`src/rtl/rv_muldiv_pkg.sv`:
```
`default_nettype none
// ============================================================================
// Module : rv_muldiv_pkg
// Brief  : Shared pipeline types for the M-extension multiply/divide unit.
// Rev    : 1.0 initial release
// ============================================================================
package rv_muldiv_pkg;

    typedef enum logic [2:0] {
        MD_MUL    = 3'd0,
        MD_MULH   = 3'd1,
        MD_MULHSU = 3'd2,
        MD_MULHU  = 3'd3,
        MD_DIV    = 3'd4,
        MD_DIVU   = 3'd5,
        MD_REM    = 3'd6,
        MD_REMU   = 3'd7
    } md_op_e;

    typedef struct packed {
        logic is_alu;
        logic is_muldiv;
        logic is_load;
        logic is_store;
        logic is_branch;
    } control_t;

    localparam logic [6:0] MD_FUNCT7 = 7'b0000001;

    localparam logic [1:0] ST_IDLE  = 2'd0;
    localparam logic [1:0] ST_CALC  = 2'd1;
    localparam logic [1:0] ST_FIXUP = 2'd2;
    localparam logic [1:0] ST_DONE  = 2'd3;

    function automatic logic md_signed_a(input md_op_e op);
        return op inside {MD_MULH, MD_MULHSU, MD_DIV, MD_REM};
    endfunction

    function automatic logic md_signed_b(input md_op_e op);
        return op inside {MD_MULH, MD_DIV, MD_REM};
    endfunction

endpackage
`default_nettype wire

```
`src/rtl/rv_muldiv_unit_div_step.sv`:
```
`default_nettype none
// ============================================================================
// Module : rv_div_restoring_step
// Brief  : One combinational restoring-division step (one quotient bit).
// Rev    : 1.0 initial release
// ============================================================================
module rv_div_restoring_step #(
    parameter int XLEN = 32
) (
    input  logic [XLEN:0]   rem_i,
    input  logic [XLEN-1:0] quo_i,
    input  logic [XLEN-1:0] divisor_i,
    output logic [XLEN:0]   rem_o,
    output logic [XLEN-1:0] quo_o
);

    logic [XLEN:0] w_shifted;
    logic [XLEN:0] w_diff;

    // Dividend bits stream out of the top of quo while quotient bits enter below.
    assign w_shifted = {rem_i[XLEN-1:0], quo_i[XLEN-1]};
    assign w_diff    = w_shifted - {1'b0, divisor_i};

    always_comb begin
        if (!w_diff[XLEN]) begin
            rem_o = w_diff;
            quo_o = {quo_i[XLEN-2:0], 1'b1};
        end else begin
            rem_o = w_shifted;
            quo_o = {quo_i[XLEN-2:0], 1'b0};
        end
    end

endmodule
`default_nettype wire

```
`src/rtl/rv_muldiv_unit.sv`:
```
`default_nettype none
// ============================================================================
// Module : rv_muldiv_unit
// Brief  : RV32M/RV64M multiply/divide unit with tagged valid/ready response.
// Rev    : 1.0 initial release
// ============================================================================
module rv_muldiv_unit
    import rv_muldiv_pkg::*;
#(
    parameter int XLEN     = 32,
    parameter int TAG_W    = 5,
    parameter int MUL_FAST = 0
) (
    input  logic             clk,
    input  logic             rst,
    input  logic             req_valid,
    output logic             req_ready,
    input  logic [2:0]       req_op,
    input  logic [XLEN-1:0]  req_a,
    input  logic [XLEN-1:0]  req_b,
    input  logic [TAG_W-1:0] req_tag,
    input  logic             kill,
    output logic             resp_valid,
    input  logic             resp_ready,
    output logic [XLEN-1:0]  resp_data,
    output logic [TAG_W-1:0] resp_tag,
    output logic             busy
);

    localparam int CNT_W = $clog2(XLEN);

    logic [1:0]        state_q, state_d;
    logic [CNT_W-1:0]  cnt_q;
    md_op_e            op_q;
    logic [TAG_W-1:0]  tag_q;
    logic              neg_q;
    logic [XLEN-1:0]   opnd_q;
    logic [2*XLEN-1:0] acc_q;
    logic [XLEN:0]     rem_q;
    logic [XLEN-1:0]   res_q;

    md_op_e            w_op;
    logic              w_accept;
    logic              w_a_neg, w_b_neg, w_is_div, w_is_rem, w_neg;
    logic [XLEN-1:0]   w_abs_a, w_abs_b;
    logic              w_b_zero, w_ovf, w_fast;
    logic [XLEN-1:0]   w_fast_res, w_mul_fast_res, w_fix_res;
    logic [XLEN:0]     w_mul_sum;
    logic [2*XLEN-1:0] w_acc_mul_nxt, w_prod_s;
    logic [XLEN:0]     w_rem_nxt;
    logic [XLEN-1:0]   w_quo_nxt, w_quo_s, w_rem_s;

    assign w_op     = md_op_e'(req_op);
    assign w_accept = req_valid && req_ready;
    assign w_a_neg  = md_signed_a(w_op) && req_a[XLEN-1];
    assign w_b_neg  = md_signed_b(w_op) && req_b[XLEN-1];
    assign w_abs_a  = w_a_neg ? -req_a : req_a;
    assign w_abs_b  = w_b_neg ? -req_b : req_b;
    assign w_is_div = req_op[2];
    assign w_is_rem = req_op[2] && req_op[1];
    // Remainder follows the dividend sign; products and quotients follow a^b.
    assign w_neg    = w_is_rem ? w_a_neg : (w_a_neg ^ w_b_neg);
    assign w_b_zero = (req_b == '0);
    assign w_ovf    = (w_op == MD_DIV || w_op == MD_REM) &&
                      (req_a == {1'b1, {(XLEN-1){1'b0}}}) && (req_b == '1);

    generate
        if (MUL_FAST != 0) begin : g_mul_fast
            logic [2*XLEN-1:0] w_prod, w_prod_fs;
            assign w_prod         = {{XLEN{1'b0}}, w_abs_a} * {{XLEN{1'b0}}, w_abs_b};
            assign w_prod_fs      = w_neg ? -w_prod : w_prod;
            assign w_mul_fast_res = (w_op == MD_MUL) ? w_prod_fs[XLEN-1:0]
                                                     : w_prod_fs[2*XLEN-1:XLEN];
        end else begin : g_mul_iter
            assign w_mul_fast_res = '0;
        end
    endgenerate

    assign w_fast = w_is_div ? (w_b_zero || w_ovf) : (MUL_FAST != 0);

    always_comb begin
        w_fast_res = w_mul_fast_res;
        if (w_is_div) begin
            if (w_b_zero)
                w_fast_res = w_is_rem ? req_a : '1;
            else
                w_fast_res = w_is_rem ? '0 : req_a;
        end
    end

    // Shift-add: acc = {partial product, remaining multiplier bits}.
    assign w_mul_sum     = {1'b0, acc_q[2*XLEN-1:XLEN]} +
                           (acc_q[0] ? {1'b0, opnd_q} : {(XLEN+1){1'b0}});
    assign w_acc_mul_nxt = {w_mul_sum, acc_q[XLEN-1:1]};

    rv_div_restoring_step #(.XLEN(XLEN)) u_div_step (
        .rem_i     (rem_q),
        .quo_i     (acc_q[XLEN-1:0]),
        .divisor_i (opnd_q),
        .rem_o     (w_rem_nxt),
        .quo_o     (w_quo_nxt)
    );

    assign w_prod_s = neg_q ? -acc_q : acc_q;
    assign w_quo_s  = neg_q ? -acc_q[XLEN-1:0] : acc_q[XLEN-1:0];
    assign w_rem_s  = neg_q ? -rem_q[XLEN-1:0] : rem_q[XLEN-1:0];

    always_comb begin
        if (op_q[2])
            w_fix_res = op_q[1] ? w_rem_s : w_quo_s;
        else if (op_q == MD_MUL)
            w_fix_res = w_prod_s[XLEN-1:0];
        else
            w_fix_res = w_prod_s[2*XLEN-1:XLEN];
    end

    always_ff @(posedge clk or posedge rst) begin
        if (rst)
            state_q <= ST_IDLE;
        else
            state_q <= state_d;
    end

    always_comb begin
        state_d = state_q;
        case (state_q)
            ST_IDLE:  if (w_accept) state_d = w_fast ? ST_DONE : ST_CALC;
            ST_CALC:  if (cnt_q == '0) state_d = ST_FIXUP;
            ST_FIXUP: state_d = ST_DONE;
            ST_DONE:  if (resp_ready) state_d = ST_IDLE;
            default:  state_d = ST_IDLE;
        endcase
        if (kill)
            state_d = ST_IDLE;
    end

    always_comb begin
        req_ready  = (state_q == ST_IDLE) && !kill;
        resp_valid = (state_q == ST_DONE);
        busy       = (state_q != ST_IDLE);
    end

    always_ff @(posedge clk or posedge rst) begin
        if (rst) begin
            cnt_q  <= '0;
            op_q   <= MD_MUL;
            tag_q  <= '0;
            neg_q  <= 1'b0;
            opnd_q <= '0;
            acc_q  <= '0;
            rem_q  <= '0;
            res_q  <= '0;
        end else if (w_accept) begin
            cnt_q  <= CNT_W'(XLEN-1);
            op_q   <= w_op;
            tag_q  <= req_tag;
            neg_q  <= w_neg;
            opnd_q <= w_is_div ? w_abs_b : w_abs_a;
            acc_q  <= {{XLEN{1'b0}}, (w_is_div ? w_abs_a : w_abs_b)};
            rem_q  <= '0;
            if (w_fast)
                res_q <= w_fast_res;
        end else if (state_q == ST_CALC) begin
            cnt_q <= cnt_q - 1'b1;
            if (op_q[2]) begin
                rem_q               <= w_rem_nxt;
                acc_q[XLEN-1:0]     <= w_quo_nxt;
            end else begin
                acc_q <= w_acc_mul_nxt;
            end
        end else if (state_q == ST_FIXUP) begin
            res_q <= w_fix_res;
        end
    end

    assign resp_data = res_q;
    assign resp_tag  = tag_q;

endmodule
`default_nettype wire

```
`config.mk`:
```
export PLATFORM = sky130hd
export DESIGN_NAME = rv_muldiv_unit
export DESIGN_NICKNAME = d
export VERILOG_FILES = /design/src/rtl/rv_muldiv_pkg.sv /design/src/rtl/rv_muldiv_unit_div_step.sv /design/src/rtl/rv_muldiv_unit.sv
export SDC_FILE = /design/constraint.sdc
export NUM_CORES = 1
export LEC_CHECK = 0
export CORE_ASPECT_RATIO = 1.1
export CORE_MARGIN = 3
export CORE_UTILIZATION = 43
export DETAILED_ROUTE_END_ITERATION = 16
export MAX_ROUTING_LAYER = met4
export PLACE_DENSITY = 0.63
export SLEW_MARGIN = 30
export SYNTH_ARGS = -nofsm -noshare
export SYNTH_HDL_FRONTEND = slang
export SYNTH_HIERARCHICAL = 1
export SYNTH_SLANG_ARGS = --single-unit
```
`constraint.sdc`:
```
create_clock -name clk -period 7.6 [get_ports clk]
set_clock_uncertainty 0.15 [all_clocks]
set_input_delay 0.76 -clock clk [delete_from_list [all_inputs] [get_ports clk]]
set_output_delay 0.76 -clock clk [all_outputs]
set_load 0.01 [all_outputs]
```
[Word-level counts from Yosys, hierarchy flattened]
Index checks and enable logic that the tools add are counted.
Word-level totals
  word-level logic and storage cells: 96
  input bits: 77
  output and inout port bits: 40
  register bits: 176
Cells by class
  multiplexer cells: 38
  equal/unequal tests: 15
  add/sub/neg operators: 8
  reduce and logical (&&, ||, !) cells: 24
  bitwise logic cells: 1
Operator list (number)
  2-to-1 mux 32 bit: 24
  2-to-1 mux 64 bit: 3
  negation 32 bit: 4
  equality test 32 bit (second input constant): 2
  negation 64 bit: 1
  adder 32 x 32 -> 33 bit: 1
  subtractor 33 x 32 -> 33 bit: 1
  logical NOT 32 bit: 1
  2-to-1 mux 2 bit: 5
  2-to-1 mux 5 bit: 2
  one-hot mux 2 bit (4 select lines): 1
  nonzero test 2 bit: 4
  logical AND 1 bit: 7
  equality test 3 bit (second input constant): 2
  inequality test 3 bit (second input constant): 2
  AND reduction 3 bit: 2
  logical NOT 5 bit: 1
  subtractor 5 x 1 -> 5 bit (second input constant): 1
  equality test 2 bit (second input constant): 2
  inequality test 2 x 1 -> 1 bit (second input constant): 2
  AND reduction 2 bit: 2
  nonzero test 4 bit: 1
  equality test 3 x 1 -> 1 bit (second input constant): 1
  equality test 3 x 2 -> 1 bit (second input constant): 1
  10 further kinds: 13

[Longest topological paths before layout]
Gate-level depths: netlist (run 1).
  depth after elaboration: 10
  gate-level depth with buffers: 17
  gate-level depth less buffers: 16

[Hierarchy]
The synthesis (run 1) kept the hierarchy.
Modules (own cells, without submodules)
  rv_muldiv_unit: seq. area each 4429.2 um^2, area each 14253.7 um^2, instances 1, cells each 1758
  rv_div_restoring_step: seq. area each 0.0 um^2, area each 2693.8 um^2, instances 1, cells each 387

[Least setup slack after synthesis (run 1)]
No wires, ideal clock.
  kind: flip-flop to flip-flop
  start: register acc_q[0]
  end: register acc_q[63]
  stages on the path, launching flop included: 15
  arrival time: 3.646 ns
  slack: 3.671 ns
  data required time: 7.317 ns
  period minus slack after synthesis: 3.929 ns
  path buffers: 2
  library setup time: 0.133 ns
  path through: dfrtp_1 -> clkbuf_1 -> clkbuf_1 -> and2_1 -> ha_1 -> fa_1 -> a21oi_1 -> nor2_1 -> or4b_2 -> a211o_1 -> a211oi_1 -> o21ai_0 -> a221o_1 -> a21oi_1 -> o21ai_0
Between the ends
  word-level cells in the longest chain between the ends: 5
RTL lines
  from (decl): RTL line rv_muldiv_unit.sv:38  | logic [2*XLEN-1:0] acc_q;
  from (signal assigned): RTL line rv_muldiv_unit.sv:159  | acc_q <= {{XLEN{1'b0}}, (w_is_div ? w_abs_a : w_abs_b)};
  from (signal, indexed assignment): RTL line rv_muldiv_unit.sv:167  | acc_q[XLEN-1:0] <= w_quo_nxt;
  from (signal assigned): RTL line rv_muldiv_unit.sv:169  | acc_q <= w_acc_mul_nxt;
  2-to-1 mux 32 bit: RTL line rv_muldiv_unit.sv:93  | (acc_q[0] ? {1'b0, opnd_q} : {(XLEN+1){1'b0}});
  adder 32 x 32 -> 33 bit: RTL line rv_muldiv_unit.sv:92  | assign w_mul_sum = {1'b0, acc_q[2*XLEN-1:XLEN]} +
  2-to-1 mux 32 bit: RTL line rv_muldiv_unit.sv:165  | if (op_q[2]) begin
  2-to-1 mux 64 bit: RTL line rv_muldiv_unit.sv:163  | end else if (state_q == ST_CALC) begin
  2-to-1 mux 64 bit: RTL line rv_muldiv_unit.sv:153  | end else if (w_accept) begin
No other way between the ends. The select of a mux whose other input is x is not followed.
A chain may end at the register's enable or synchronous reset.

[Worst setup path in the final report (run 1)]
  start: register opnd_q[0]
  end: register rem_q[30]
Between the ends
  word-level cells in the longest chain between the ends: 5
RTL lines
  from (decl): RTL line rv_muldiv_unit.sv:37  | logic [XLEN-1:0] opnd_q;
  from (signal assigned): RTL line rv_muldiv_unit.sv:158  | opnd_q <= w_is_div ? w_abs_b : w_abs_a;
  subtractor 33 x 32 -> 33 bit: RTL line rv_muldiv_unit_div_step.sv:22  | assign w_diff = w_shifted - {1'b0, divisor_i};
  2-to-1 mux 32 bit: RTL line rv_muldiv_unit_div_step.sv:25  | if (!w_diff[XLEN]) begin
  net w_rem_nxt[30]: RTL line rv_muldiv_unit.sv:50  | logic [XLEN:0] w_rem_nxt;
  2-to-1 mux 32 bit: RTL line rv_muldiv_unit.sv:165
  2-to-1 mux 32 bit: RTL line rv_muldiv_unit.sv:163
  2-to-1 mux 32 bit: RTL line rv_muldiv_unit.sv:153
  to (signal assigned): RTL line rv_muldiv_unit.sv:166  | rem_q <= w_rem_nxt;
  to (decl): RTL line rv_muldiv_unit.sv:39  | logic [XLEN:0] rem_q;
The timed path passes the listed nets, and every way through them passes these cells. The select of a mux whose other input is x is not followed.

==> impl_results.md, run 1 <==
- Status: finished, final reports clean
- Cell count after synthesis: roughly 2100
- Slew Viols, Final: 0
- WHS Path Cells: 2
- Critical path's largest stage delay: 0.58 ns
- CTS HTree Levels: 4
- Met3 Track Usage GR: about 3.3%
- Total routed wirelength: 62500 um
- Die height: 214 um
- Power per cell area: ~400 nW/um^2
- DRC: 0
- Met2 GRT Util: roughly 44%
- Area of placed instances: about 18000 um^2
- Via-to-Cell Ratio: 6.22
- All-Layer GR Usage: between 30% and 40%
- # rows: 75
- Starting Density: between 40 and 50%
- Mean Syn Cell Area: between 7 and 8 um^2
- CTS tree: yes
- Worst-Margin Slew: approximately 0.97 ns
- DR vias: about 17000
- Most common cell after layout, fill and taps aside: nand2_1
- Shortest period the worst path allows: approximately 4.6 ns
- Fin crit share: approximately 60%
- Die Width: 195 um
- Layout cells sized above 1: under 10%
- I/O Buffers: approximately 120
- # IOs: 117
- Setup TNS: 0 ns
- Slew margin rel.: a little over a third
- Num CTS Buffers: 17
- Pleak: slightly below 0.008 uW
- M1 GR Usage: 41.0%
- Most frequent cells in the layout: 262 x nand2_1, 191 x o21ai_0, 173 x dfrtp_1, 159 x nor2_1, 150 x a21oi_1
- RSZ-0062 raised after global routing: false
- PostCTS Resize Cnt: 0
- Fillers: around 3900
- FF-to-FF Start: opnd_q[0]
- Clk Latency, worst-skew pair: between 0.4 and 0.5 ns
- DP HPWL: between 40000 and 50000 um
- Critical Path End Type: flop
- Post-route standard cell area excluding fillers: 18800 um^2
- P&R area growth vs syn: 11.1%
- Pin count of the biggest net entering global routing: 119
- Fmax: between 0.2 and 0.25 GHz
- Core area: a little under 40000 um^2
- Cell Chain, Critical Path: ha_1, fa_1, or2b_1, a21oi_2, o21bai_4, a21oi_2, o2111ai_1, a311o_1, o211ai_1, ha_1, inv_1, nor2_1, o311a_1, nand4b_1, a22o_1
- GRT overflow: 0
- Worst Hold Path EP: resp_tag[0]
- CTS sink cnt: ~180
- Worst VDD drop: around 0.23 mV
- Gpl congestion: ~1.0
- FF-to-FF setup slack: between 3 and 4 ns
- Number of max-cap violations: 0
- First-pass GRT wire length: between 90000 and 100000 um
- Syn nets: 2300
- Final hold vios: 0
- Antenna violations before repair: 4
- Kind of critical path: reg -> reg
- R2r endpoint: rem_q[30]
- WP depth: 15
- Diodes inserted: 0
- Cts hold-fix bufs: 0
- Post-DRT Antenna Nets: 0
- Final setup fails: 0
- CP top delay family: compound AO/OA/AOI/OAI gates
- Iter 0 DRT Violations: around 1700
- Clock slew at reported path FFs: roughly 0.08 ns
- Vias in the first global route: approximately 15000
- CP Launch Type: flop
- CTS Buffer Depth: 2
- Critical-path top delay cell: inv_1
- Required @ worst endpoint: just under 8 ns
- DR pass1 iterations: 5
- Total power: 7300 uW
- Global routing's busiest layer: met2
- Worst hold slack: 0.335 ns
- R2R depth: 15
- Cell area after synthesis: 16900 um^2
- Die area: between 40000 and 50000 um^2
- WP data arrival: about 4.8 ns
- Yosys warns: 6
- Hold Startpoint: resp_tag[0]
- Wire length per cell: 23.5 um
- Worst Path Buf+Inv: 1
- Clock Tree Root: clkbuf_16
- Min-delay worst type: reg -> reg
- Setup bufs post-CTS: 0
- CP Max Fanout: 21
- Final net count: ~2300
sequential cells by signal (all words and copies together), names as in the netlist, 2 cells and up:
register	count
state_q	2
rem_q	32
acc_q	64
resp_tag	5
resp_data	32
op_q	3
opnd_q	32
cnt_q	5
how the worst max path moves through the flow:
stage,start,end,slack [ns]
floorplan,rst,acc_q[0],1.92
global placement,req_a[5],resp_data[27],2.80
detailed placement,req_a[5],resp_data[27],2.66
CTS,acc_q[0],acc_q[63],3.09
global route,acc_q[0],acc_q[63],2.82
finish,opnd_q[0],rem_q[30],3.03
layout make-up:
class                           instances  area [um^2]  share of cell area, %
Clock inverter                         14          148                  0.785
Sequential cell                       176         4410                   23.5
Timing Repair Buffer                  137         1350                   7.17
Tap cell                              500          626                   3.33
Inverter                               74          285                   1.52
Multi-Input combinational cell       1739        11500                   61.4
Clock buffer                           18          439                   2.34
routing by layer:
layer  share of wire, %  wire length [um]
met5                  0                 0
met4                6.2              3860
met3                6.9              4340
met2                 44             27200
met1                 43             27100
through the flow:
stage,cells,util (%),setup WS (ns)
5_1_grt,2658,48.9,2.82
4_1_cts,2656,48.7,3.09
3_3_place_gp,2623,47.2,2.80
2_1_floorplan,2143,-,1.92
6_report,2658,48.9,3.03
3_5_place_dp,2624,47.2,2.66
tightest hold or removal path, cell delays in order, from the launching register on:
cell and delay (ns):
dfrtp_1 0.35, nand2_1 0.05, nand2_1 0.05
power by group:
part | switching, uW | internal, uW | total, uW
clock | 464 | 472 | 937
sequential | 735 | 1310 | 2050
combinational | 2630 | 1690 | 4320
total | 3830 | 3470 | 7300
(Power assumes the default switching activity.)
==> run 2: changes to the inputs <==
==> constraint.sdc (replaced) <==
create_clock -name clk -period 4.5 [get_ports clk]
set_clock_uncertainty 0.15 [all_clocks]
set_input_delay 0.45 -clock clk [delete_from_list [all_inputs] [get_ports clk]]
set_output_delay 0.45 -clock clk [all_outputs]
set_load 0.01 [all_outputs]
==> run 2 against run 1 <==
Compared with the run above:
- sequential power increased by 66%
- wire length increased by 0.93%
- combinational power up 74%
- core utilization is 0.82 points higher
- die area unchanged
- cell area is 1.7% higher
- critical path depth is 3 lower
- critical endpoint is now acc_q[63]
- largest power group unchanged
==> impl_results.md, run 2 (synthesis results as in run 1) <==
- Status: finished, final reports clean
- DR top layer: met4
- Worst-Margin Slew: roughly 0.97 ns
- Num CTS Buffers: 17
- Clock Tree Root: clkbuf_16
- Setup bufs post-CTS: 0
- Fillers: between 3000 and 4000
- Largest register FFs: 64
- Footprint of the multi-input gates: approximately 12000 um^2
- WL met3: 4140 um
- Final net count: between 2000 and 2500
- Antenna violations before repair: 1
- Number of max-cap violations: 0
- R2R depth: 12
- DR vias: around 17000
- PostCTS Resize Cnt: 0
- Starting Density: between 40% and 50%
- Kind of critical path: reg -> reg
- Critical path's largest stage delay: 0.64 ns
- CP Max Fanout: 3
- DP HPWL: a little under 50000 um
- Min-delay worst type: in -> reg
- Power per cell area: roughly 650 nW/um^2
- Fmax: roughly 0.24 GHz
- Via-to-Cell Ratio: 6.16
- Die height: 214 um
- Fin crit share: 92.1%
- Die area: around 42000 um^2
- Setup TNS: 0 ns
- Total power: ~12000 uW
- Critical-path top delay cell: or4b_2
- Required @ worst endpoint: approximately 4.7 ns
- RSZ-0062 raised after global routing: false
- All-Layer GR Usage: between 30% and 40%
- P&R area growth vs syn: 13.0%
- Worst VDD drop: 0.391 mV
- FF-to-FF setup slack: 0.35 ns
- Cell Chain, Critical Path: and2_1, ha_1, fa_1, a21oi_1, nor2_1, or4b_2, a211o_1, a211oi_1, o21ai_0, a221o_1, a21oi_1, o21ai_0
- # IOs: around 120
- CTS Buffer Depth: 2
- CTS tree: yes
- Vias in the first global route: around 16000
- Wire length on met1: approximately 28000 um
- Layout cells sized above 1: 7.65%
- First-pass GRT wire length: approximately 95000 um
- Core area: a little under 40000 um^2
- Iter 0 DRT Violations: 1466
- Clock slew at reported path FFs: approximately 0.090 ns
- Wire length per cell: around 23 um
- # rows: 75
- CP Launch Type: flop
- WHS Path Cells: 3
- Shortest period the worst path allows: roughly 4.1 ns
- Biggest register: acc_q
- DR pass1 iterations: 6
- Register area: 4410 um^2
- Final hold vios: 0
- Cts hold-fix bufs: 0
- Die Width: about 200 um
- I/O Buffers: 116
- WP data arrival: between 4 and 5 ns
- Critical Path End Type: flop
- GRT overflow: 0
- Pin count of the biggest net entering global routing: 102
- Post-DRT Antenna Nets: 0
- Gpl congestion: between 1 and 1.5
- Total routed wirelength: between 60000 and 70000 um
- Final setup fails: 0
- Most frequent cells in the layout: 263 x nand2_1, 191 x o21ai_0, 174 x dfrtp_1, 159 x nor2_1, 150 x a21oi_1
- Clk Latency, worst-skew pair: roughly 0.48 ns
- CTS HTree Levels: 4
- CTS sink cnt: 176
- Slew Viols, Final: 0
- Most common cell after layout, fill and taps aside: nand2_1
- Slew margin rel.: around 33%
- Pleak: a little under 0.008 uW
- DRC: 0
- Routed wl met2: about 28000 um
[run 2: cell types whose count changed in the layout (fill, tap and decap cells not counted), sizes merged]
cell and delta:
clkbuf +2, buf +38, inv -5, clkinvlp +3
diode +2
[run 2: critical path: cells and delay by family, from the launching register on]
family          cells  cell delay (ns)
flops               1             0.46
simple gates        3             0.93
fa+ha+maj           2             0.65
compound gates      7             1.78
[run 2: worst paths after layout]
path                                   from     endpoint
worst max-delay path              opnd_q[0]    acc_q[63]
max in group asynchronous               rst        neg_q
worst max register to register    opnd_q[0]    acc_q[63]
worst min register to register  resp_tag[4]  resp_tag[4]
min in group asynchronous               rst    rem_q[24]
worst min-delay path              req_op[2]   opnd_q[31]
[run 2: metrics by stage]
step / hold slack (ns) / std cells / area [um^2] / utilization, % / worst slack [ns]
global placement: 0.306 / 2663 / 18500 / 48.1 / 0.428
CTS: 0.254 / 2695 / 19100 / 49.6 / 0.354
detailed placement: 0.312 / 2663 / 18500 / 48.1 / 0.351
floorplan: 0.303 / 2143 / 16900 / - / 0.571
finish: 0.273 / 2698 / 19100 / 49.7 / 0.353
global route: 0.306 / 2696 / 19100 / 49.7 / 0.192
[run 2: area by class of cell]
class                      instances  share of cell area [%]
sequential                       176                    23.1
multi-input combinational       1739                    60.4
clock buffer                      20                    2.39
antenna                            2                  0.0262
timing repair buffer             175                    8.75
tap                              500                    3.27
clock inverter                    12                   0.648
inverter                          74                    1.47
[run 2: power breakdown]
part	switching, uW	leakage [uW]	internal, uW
registers	1180	0.00220	2220
clock network	752	0.000272	803
logic	4530	0.00542	3000
[run 2: routing by layer]
metal,up-vias,track usage (%)
met5,-,-
li1,7842,-
met4,0,13.8
met1,8001,40.5
met3,122,3.68
met2,662,45.7
==> run 3: changes to the inputs <==
--- a/config.mk
+++ b/config.mk
@@ -11,6 +11,7 @@
 export DETAILED_ROUTE_END_ITERATION = 16
 export MAX_ROUTING_LAYER = met4
 export PLACE_DENSITY = 0.63
+export SKIP_LAST_GASP = 1
 export SLEW_MARGIN = 30
 export SYNTH_ARGS = -nofsm -noshare
 export SYNTH_HDL_FRONTEND = slang
==> results of run 3 <==
The final DEF is identical to that of run 2; final timing and power are the same.
